File: src/rtl/arbiter_types.sv
// Types shared by the cache arbiter and anything that observes its state.
package arbiter_types;
  typedef enum logic [1:0] {
    ARB_IDLE = 2'd0,
    ARB_I    = 2'd1,
    ARB_D    = 2'd2,
    ARB_DONE = 2'd3
  } arb_state_t;

  typedef enum logic {
    GRANT_I = 1'b0,
    GRANT_D = 1'b1
  } arb_grant_t;

  // Byte-offset bits within a 32-byte cacheline.
  localparam int LINE_OFFSET_W = 5;
endpackage

File: src/rtl/rv32i_types.sv
// Core-wide shared types for the RV32I pipeline and its memory hierarchy.
package rv32i_types;
  typedef logic [31:0]  rv32i_word;
  typedef logic [255:0] cacheline_t;
endpackage

File: src/rtl/cache_arbiter.sv
// Round-robin arbiter sharing the physical-memory line port between the I-cache and D-cache.
// Requests are latched on grant so the memory side sees stable values for the whole transaction.
module cache_arbiter
  import rv32i_types::*;
  import arbiter_types::*;
#(
  parameter int LINE_W = $bits(cacheline_t),
  parameter int ADDR_W = $bits(rv32i_word)
) (
  input  logic              clk,
  input  logic              rst,
  input  logic              i_pmem_read,
  input  logic [ADDR_W-1:0] i_pmem_address,
  output logic [LINE_W-1:0] i_pmem_rdata,
  output logic              i_pmem_resp,
  input  logic              d_pmem_read,
  input  logic              d_pmem_write,
  input  logic [ADDR_W-1:0] d_pmem_address,
  input  logic [LINE_W-1:0] d_pmem_wdata,
  output logic [LINE_W-1:0] d_pmem_rdata,
  output logic              d_pmem_resp,
  output logic              pmem_read,
  output logic              pmem_write,
  output logic [ADDR_W-1:0] pmem_address,
  output logic [LINE_W-1:0] pmem_wdata,
  input  logic [LINE_W-1:0] pmem_rdata,
  input  logic              pmem_resp
);

  localparam logic [ADDR_W-1:0] ALIGN_MASK = {ADDR_W{1'b1}} << LINE_OFFSET_W;

  arb_state_t        state_reg, state_next;
  arb_grant_t        grant_reg, grant_next;
  arb_grant_t        last_grant_reg, last_grant_next;
  logic              grant_fire;
  logic              busy;
  logic              i_req, d_req;
  logic [ADDR_W-1:0] addr_reg;
  logic              write_reg;
  logic [LINE_W-1:0] wdata_reg;
  logic [LINE_W-1:0] line_buf_reg;

  assign i_req = i_pmem_read;
  assign d_req = d_pmem_read | d_pmem_write;
  assign busy  = (state_reg == ARB_I) || (state_reg == ARB_D);

  always_ff @(posedge clk or posedge rst) begin
    if (rst) begin
      state_reg      <= ARB_IDLE;
      grant_reg      <= GRANT_I;
      last_grant_reg <= GRANT_I;
    end else begin
      state_reg      <= state_next;
      grant_reg      <= grant_next;
      last_grant_reg <= last_grant_next;
    end
  end

  // last_grant only moves on a genuine tie, so consecutive ties alternate winners.
  always_comb begin
    state_next      = state_reg;
    grant_next      = grant_reg;
    last_grant_next = last_grant_reg;
    grant_fire      = 1'b0;
    case (state_reg)
      ARB_IDLE: begin
        if (i_req || d_req) begin
          grant_fire = 1'b1;
          if (i_req && d_req) begin
            grant_next      = (last_grant_reg == GRANT_I) ? GRANT_D : GRANT_I;
            last_grant_next = grant_next;
          end else begin
            grant_next = i_req ? GRANT_I : GRANT_D;
          end
          state_next = (grant_next == GRANT_I) ? ARB_I : ARB_D;
        end
      end
      ARB_I, ARB_D: begin
        if (pmem_resp) state_next = ARB_DONE;
      end
      ARB_DONE: state_next = ARB_IDLE;
      default:  state_next = ARB_IDLE;
    endcase
  end

  // A D request with both read and write set is treated as a writeback.
  always_ff @(posedge clk or posedge rst) begin
    if (rst) begin
      addr_reg     <= '0;
      write_reg    <= 1'b0;
      wdata_reg    <= '0;
      line_buf_reg <= '0;
    end else begin
      if (grant_fire) begin
        if (grant_next == GRANT_I) begin
          addr_reg  <= i_pmem_address & ALIGN_MASK;
          write_reg <= 1'b0;
        end else begin
          addr_reg  <= d_pmem_address & ALIGN_MASK;
          write_reg <= d_pmem_write;
          if (d_pmem_write) wdata_reg <= d_pmem_wdata;
        end
      end
      if (busy && pmem_resp && !write_reg) line_buf_reg <= pmem_rdata;
    end
  end

  always_comb begin
    pmem_read    = busy & ~write_reg;
    pmem_write   = busy & write_reg;
    pmem_address = addr_reg;
    pmem_wdata   = wdata_reg;
    i_pmem_resp  = (state_reg == ARB_DONE) && (grant_reg == GRANT_I);
    d_pmem_resp  = (state_reg == ARB_DONE) && (grant_reg == GRANT_D);
    i_pmem_rdata = line_buf_reg;
    d_pmem_rdata = line_buf_reg;
  end

endmodule

File: config.mk
export PLATFORM = sky130hd
export DESIGN_NAME = cache_arbiter
export DESIGN_NICKNAME = d
export VERILOG_FILES = /design/src/rtl/arbiter_types.sv /design/src/rtl/rv32i_types.sv /design/src/rtl/cache_arbiter.sv
export SDC_FILE = /design/constraint.sdc
export NUM_CORES = 1
export LEC_CHECK = 0
export BUFFER_PORTS_ARGS = -buffer_cell sky130_fd_sc_hd__buf_4
export CAP_MARGIN = 20
export CORE_AREA = 4 4 531 533
export CTS_BUF_LIST = sky130_fd_sc_hd__clkbuf_2
export DETAILED_ROUTE_END_ITERATION = 10
export DIE_AREA = 0 0 535 537
export HOLD_SLACK_MARGIN = 0.05
export SYNTH_ARGS = -nofsm -noshare
export SYNTH_HDL_FRONTEND = slang
export SYNTH_SLANG_ARGS = --single-unit
File: constraint.sdc
create_clock -name clk -period 35.3 [get_ports clk]
set_clock_uncertainty 0.15 [all_clocks]
set_input_delay 3.53 -clock clk [delete_from_list [all_inputs] [get_ports clk]]
set_output_delay 3.53 -clock clk [all_outputs]
set_load 0.01 [all_outputs]
## After elaboration in Yosys (flattened, before gate mapping)

Index checks and enable logic that the tools add are counted.

- Register bits after elaboration: 549
- Latch bits: 0
- Memory bits (writable): 0
- Memory bits (read-only): 0
- Input port bits: 582
- Output and inout bits: 804
- Word-level logic and storage cells: 45
- Memories kept: 0

- Add/sub/neg operators: 0
- $mul: 0
- Div/mod/pow operators: 0
- Magnitude comparators: 0
- Eq/ne operators: 5
- Shift operators: 0
- Multiplexer cells: 15
- Bitwise operators: 5
- Reductions and logical operators: 13

Operators by type and width:

| kind | number |
|---|---|
| two-way mux 32 bit | 1 |
| two-way mux 1 bit | 10 |
| two-way mux 2 bit | 3 |
| one-hot mux 2 bit (3 select lines) | 1 |
| AND reduction 3 bit | 2 |
| logical AND 1 bit | 5 |
| equality test 2 bit, second input constant | 2 |
| != test 2 bit, second input constant | 2 |
| bitwise AND 1 bit | 2 |
| equality test 2 x 1 -> 1 bit, second input constant | 1 |
| zero test 2 bit | 1 |
| logical OR 1 bit | 2 |
| NOT 1 bit | 2 |
| AND reduction 2 bit | 1 |
| OR reduction 2 bit | 1 |
| zero test 1 bit | 1 |
| OR 1 bit | 1 |

## Longest topological paths before layout

- Word-level depth: 8
- Gate-level depth with buffers: 7
- Gate-level depth less buffers: 5

## Worst setup path before layout

No wires, ideal clock.

- Path kind: input to register
- Start point: in d_pmem_read
- End point: reg addr_reg[10], in the netlist pmem_address[10]
- Library setup time: 123 ps
- Data arrival time: 4496 ps
- Required time: 35027 ps
- Setup slack: 30531 ps
- Stages on the path: 4
- Path buffers: 1
- Cells stage by stage: o31ai_2 -> clkbuf_1 -> nand2b_1 -> o221a_2

- Word-level cells in the longest chain between the ends: 8
- Elaborated cells on any way between the ends: 11
- Those cells by class: mux: 8; bitwise: 1; reduce/logical: 2

RTL lines:

| element | line | source |
|---|---|---|
| from (decl) | cache_arbiter.sv:16 | `input logic d_pmem_read,` |
| OR 1 bit (*) | cache_arbiter.sv:44 | `assign d_req = d_pmem_read \| d_pmem_write;` |
| logical AND 1 bit | cache_arbiter.sv:69 | `if (i_req && d_req) begin` |
| two-way mux 1 bit | cache_arbiter.sv:69 |  |
| two-way mux 1 bit | cache_arbiter.sv:67 | `if (i_req \|\| d_req) begin` |
| two-way mux 1 bit | cache_arbiter.sv:65 | `case (state_reg)` |
| two-way mux 1 bit | cache_arbiter.sv:67 |  |
| two-way mux 1 bit | cache_arbiter.sv:65 |  |
| two-way mux 32 bit | cache_arbiter.sv:95 | `if (grant_next == GRANT_I) begin` |
| to (signal assigned) | cache_arbiter.sv:96 | `addr_reg <= i_pmem_address & ALIGN_MASK;` |
| to (signal assigned) | cache_arbiter.sv:99 | `addr_reg <= d_pmem_address & ALIGN_MASK;` |
| to (decl) | cache_arbiter.sv:38 | `logic [ADDR_W-1:0] addr_reg;` |

Mark *: on every way between the ends. The rest lies on a longest branch, timed or not. The select of a mux whose other input is x is not followed.
A chain may end at the register's enable or synchronous reset.

## Worst setup path after layout

- Start point: reg state_reg[0]
- End point: out pmem_read

- Word-level cells in the longest chain between the ends: 3
- Elaborated cells on any way between the ends: 4
- Those cells by class: eq/ne: 2; bitwise: 1; reduce/logical: 1

RTL lines:

| element | line | source |
|---|---|---|
| from (decl) | cache_arbiter.sv:32 | `arb_state_t state_reg, state_next;` |
| from (signal assigned) | cache_arbiter.sv:53 | `state_reg <= state_next;` |
| equality test 2 x 1 -> 1 bit / equality test 2 bit (equally long branches) | cache_arbiter.sv:45 | `assign busy = (state_reg == ARB_I) \|\| (state_reg == ARB_D);` |
| logical OR 1 bit (*) | cache_arbiter.sv:45 |  |
| bitwise AND 1 bit (*) | cache_arbiter.sv:109 | `pmem_read = busy & ~write_reg;` |
| to (decl) | cache_arbiter.sv:22 | `output logic pmem_read,` |

Mark *: on every way between the ends. The rest lies on a longest branch, timed or not.

==> impl_metrics.csv <==
group,metric,value,unit
sta,rsz0062_at_grt,"false",
global_route,grt-ovfl-total,0,
die,die_x,535,µm
global_route,grtUsageMet1,0.1236,
run_status,status,"complete, no violations",
critical_path,cp_max_fo,5,
clock_tree,cts_max_level,4,
global_route,grt_antenna_before_repair,169,
cells_and_area,final_common_cell,"buf_4",
clock_tree,cts_hold_buf,0,
min_path,min_to,"pmem_wdata[40]$_DFFE_PP0P_",
sta,setup_viol,0,
sta,setup_tns,0,ps
placement,gp_congestion,0.8875,
critical_path,crit_chain,"inv_1 > ha_1 > and2b_1 > buf_4",
synth,synth_area,22510,µm²
critical_path,startpoint_type,"flop",
die,core.rowCount,193,
global_route,grt-busiest-layer,"met2",
die,core_area,276500,µm²
placement,port_buffers,1370,
sta,slew_viol_final,0,
cells_and_area,fillers,31290,
clock_tree,clk_latency,1460,ps
routing,drt_iter0_drc,695,
clock_tree,clockRootBuffer,"clkbuf_2",
critical_path,rrSetupSlack,31380,ps
power_and_ir_drop,ir_drop,0.00005025,V
clock_tree,cts_tree,"built",
routing,wirelength,184.8,mm
global_route,first_global_vias,19250,
cells_and_area,seq_area,13610,µm²
synth,yosys_warnings,0,
sta,fmax,157.5,MHz
sta,fin_ws,28950,ps
min_path,worstHoldStart,"pmem_wdata[40]$_DFFE_PP0P_",
min_path,hold_path.class,"reg -> reg",
cells_and_area,multi_input_area,6505,µm²
sta,period_needed,6350,ps
routing,dr.pass1.iters,4,
global_route,gr-usage-met3,0.1107,
routing,wl_per_cell,28.06,µm
clock_tree,clock-sinks,544,
critical_path,reg2reg_depth,7,
synth,synth_seq_area_share,0.6049,
critical_path,cpPeakStageDelay,380,ps
sta,tightest_slew,945.1,ps
die,num_io_pins,1386,
die,dieArea,287300,µm²
critical_path,rr_startpoint,"state_reg[0]$_DFFE_PP0P_",
clock_tree,post_cts_resized,0,
placement,place_hpwl,163.7,mm
clock_tree,clk_pin_slew,80,ps
cells_and_area,drive_gt1_frac,0.6936,
cells_and_area,final_cell_mix,"buf_4, dfrtp_1, mux2_2, clkbuf_2, mux2_1",
global_route,gr-usage-met2,0.1754,
critical_path,worstSetupPathType,"reg -> out",
clock_tree,post_cts_buffers,0,
die,floorplan.initialDensity,0.08139,
power_and_ir_drop,power_density,102.2,nW/µm²
routing,vias,18290,
clock_tree,clockBufferDepth,4,
job,cap_violations,0,
cells_and_area,syn2layout_area_growth,64.11,%
global_route,grt_max_degree,106,
synth,synth.distinct_cells,30,
global_route,grt_pass1_wl,223.8,mm
routing,ant_nets,0,
sta,finalHoldViolCount,0,
die,die_h,537,µm
placement,placed_cells,6246,
critical_path,reg2reg_to,"d_pmem_rdata[207]$_DFFE_PP0P_",
cells_and_area,finalNonFillerCells,6586,
synth,syn_avg_cell_area,15.30,µm²
clock_tree,cts_made_buffers,170,
routing,drc_errors,0,
critical_path,cp.required,31620,ps
min_path,hold_depth,1,
placement,dp_slack,28270,ps
synth,synth-seq-cells,544,
routing,viasPerCell,2.776,
global_route,track_usage,0.1225,
sta,finalCritPeriodShare,0.1799,
synth,syn_inst,1471,
critical_path,critPathCaptureType,"output port",
critical_path,critPathArrivalTime,2670,ps
power_and_ir_drop,p_leak,16.80,nW
critical_path,cpMaxStageDelayCell,"dfrtp_1",
cells_and_area,nNetsFinal,3299,
sta,slew_headroom,0.3699,
==> cells by family (layout without fill, tap and decap cells) <==
kind of cell    after synthesis  count (layout)  share of synthesized area
flops                       544             544                     0.6049
other cells                   1              47                  0.0001666
mux                         512             512                     0.2562
compound gates               38              38                    0.01723
fa+ha+maj                     3               3                   0.001668
buf+inv                     327            1691                     0.1080
simple gates                 45              45                    0.01151
xor+xnor                      1               1                  0.0003892
==> Yosys cell counts <==
cell type	instances	area, µm²
and2b_1	1	7.510
o21a_1	1	7.510
conb_1	1	3.750
ha_1	3	37.54
mux2_2	283	3187
or2_2	1	6.260
buf_4	270	2027
inv_1	4	15.01
o21ai_1	1	5.000
o31ai_2	1	12.51
nor2_1	1	3.750
a21bo_2	1	10.01
o21ai_0	2	10.01
a21boi_2	1	11.26
buf_6	20	225.2
o211ai_1	1	7.510
xnor2_1	1	8.760
o221a_2	27	304.0
a21oi_1	1	5.000
nand2b_1	29	181.4
dfrtp_1	544	13610
and2_1	3	18.77
nand3_1	1	5.000
clkbuf_1	2	7.510
nor2b_1	1	6.260
mux2_1	229	2579
buf_2	31	155.2
nand2_1	8	30.03
o22a_1	1	8.760
o22ai_1	1	6.260
==> where the power goes <==
group	switching [W]	internal (W)	total (W)
registers	0.000249	0.000947	0.00120
logic	0.00110	0.000931	0.00203
clock network	0.000329	0.000218	0.000547
total	0.00168	0.00210	0.00377
==> how the worst max path moves through the flow <==
| stage | start | to | depth (start not counted) |
|---|---|---|---|
| after floorplan | rst | d_pmem_rdata[0]$_DFFE_PP0P_ | 1 |
| after global placement | rst | pmem_wdata[133]$_DFFE_PP0P_ | 6 |
| after detailed placement | rst | pmem_wdata[133]$_DFFE_PP0P_ | 6 |
| after CTS | state_reg[0]$_DFFE_PP0P_ | pmem_read | 4 |
| after global routing | state_reg[0]$_DFFE_PP0P_ | pmem_read | 4 |
| final | state_reg[0]$_DFFE_PP0P_ | pmem_read | 4 |
==> routing by layer <==
layer | wire length [µm] | part of all wire
met1 | 63480 | 0.34
met2 | 75450 | 0.41
met4 | 8055 | 0.044
met3 | 37030 | 0.20
met5 | 757 | 0.0041
==> area by class of cell <==
cell class,instances,area share
tap,3705,0.1255
sequential,544,0.3686
clock inverter,64,0.01135
timing repair buffer,1390,0.2834
clock buffer,233,0.03157
antenna,42,0.002846
multi-input combinational,604,0.1761
inverter,4,0.0006098
==> through the flow <==
step	power [W]	hold slack, ps	cell area (µm²)	util
2_1_floorplan	0.002066	302.1	22520	-
3_3_place_gp	0.003273	327.2	35220	0.1274
3_5_place_dp	0.003299	332.3	35220	0.1274
4_1_cts	0.003893	355.4	36800	0.1331
5_1_grt	0.004035	370.1	36860	0.1333
6_report	0.003775	348.4	36930	0.1336
==> critical path: cells and delay by family, from the launching register on <==
family | cells | cell delay (ps)
flops | 1 | 380
fa+ha+maj | 1 | 340
buf+inv | 2 | 250
simple gates | 1 | 240
Note: power is estimated with default switching activity, not from simulation.
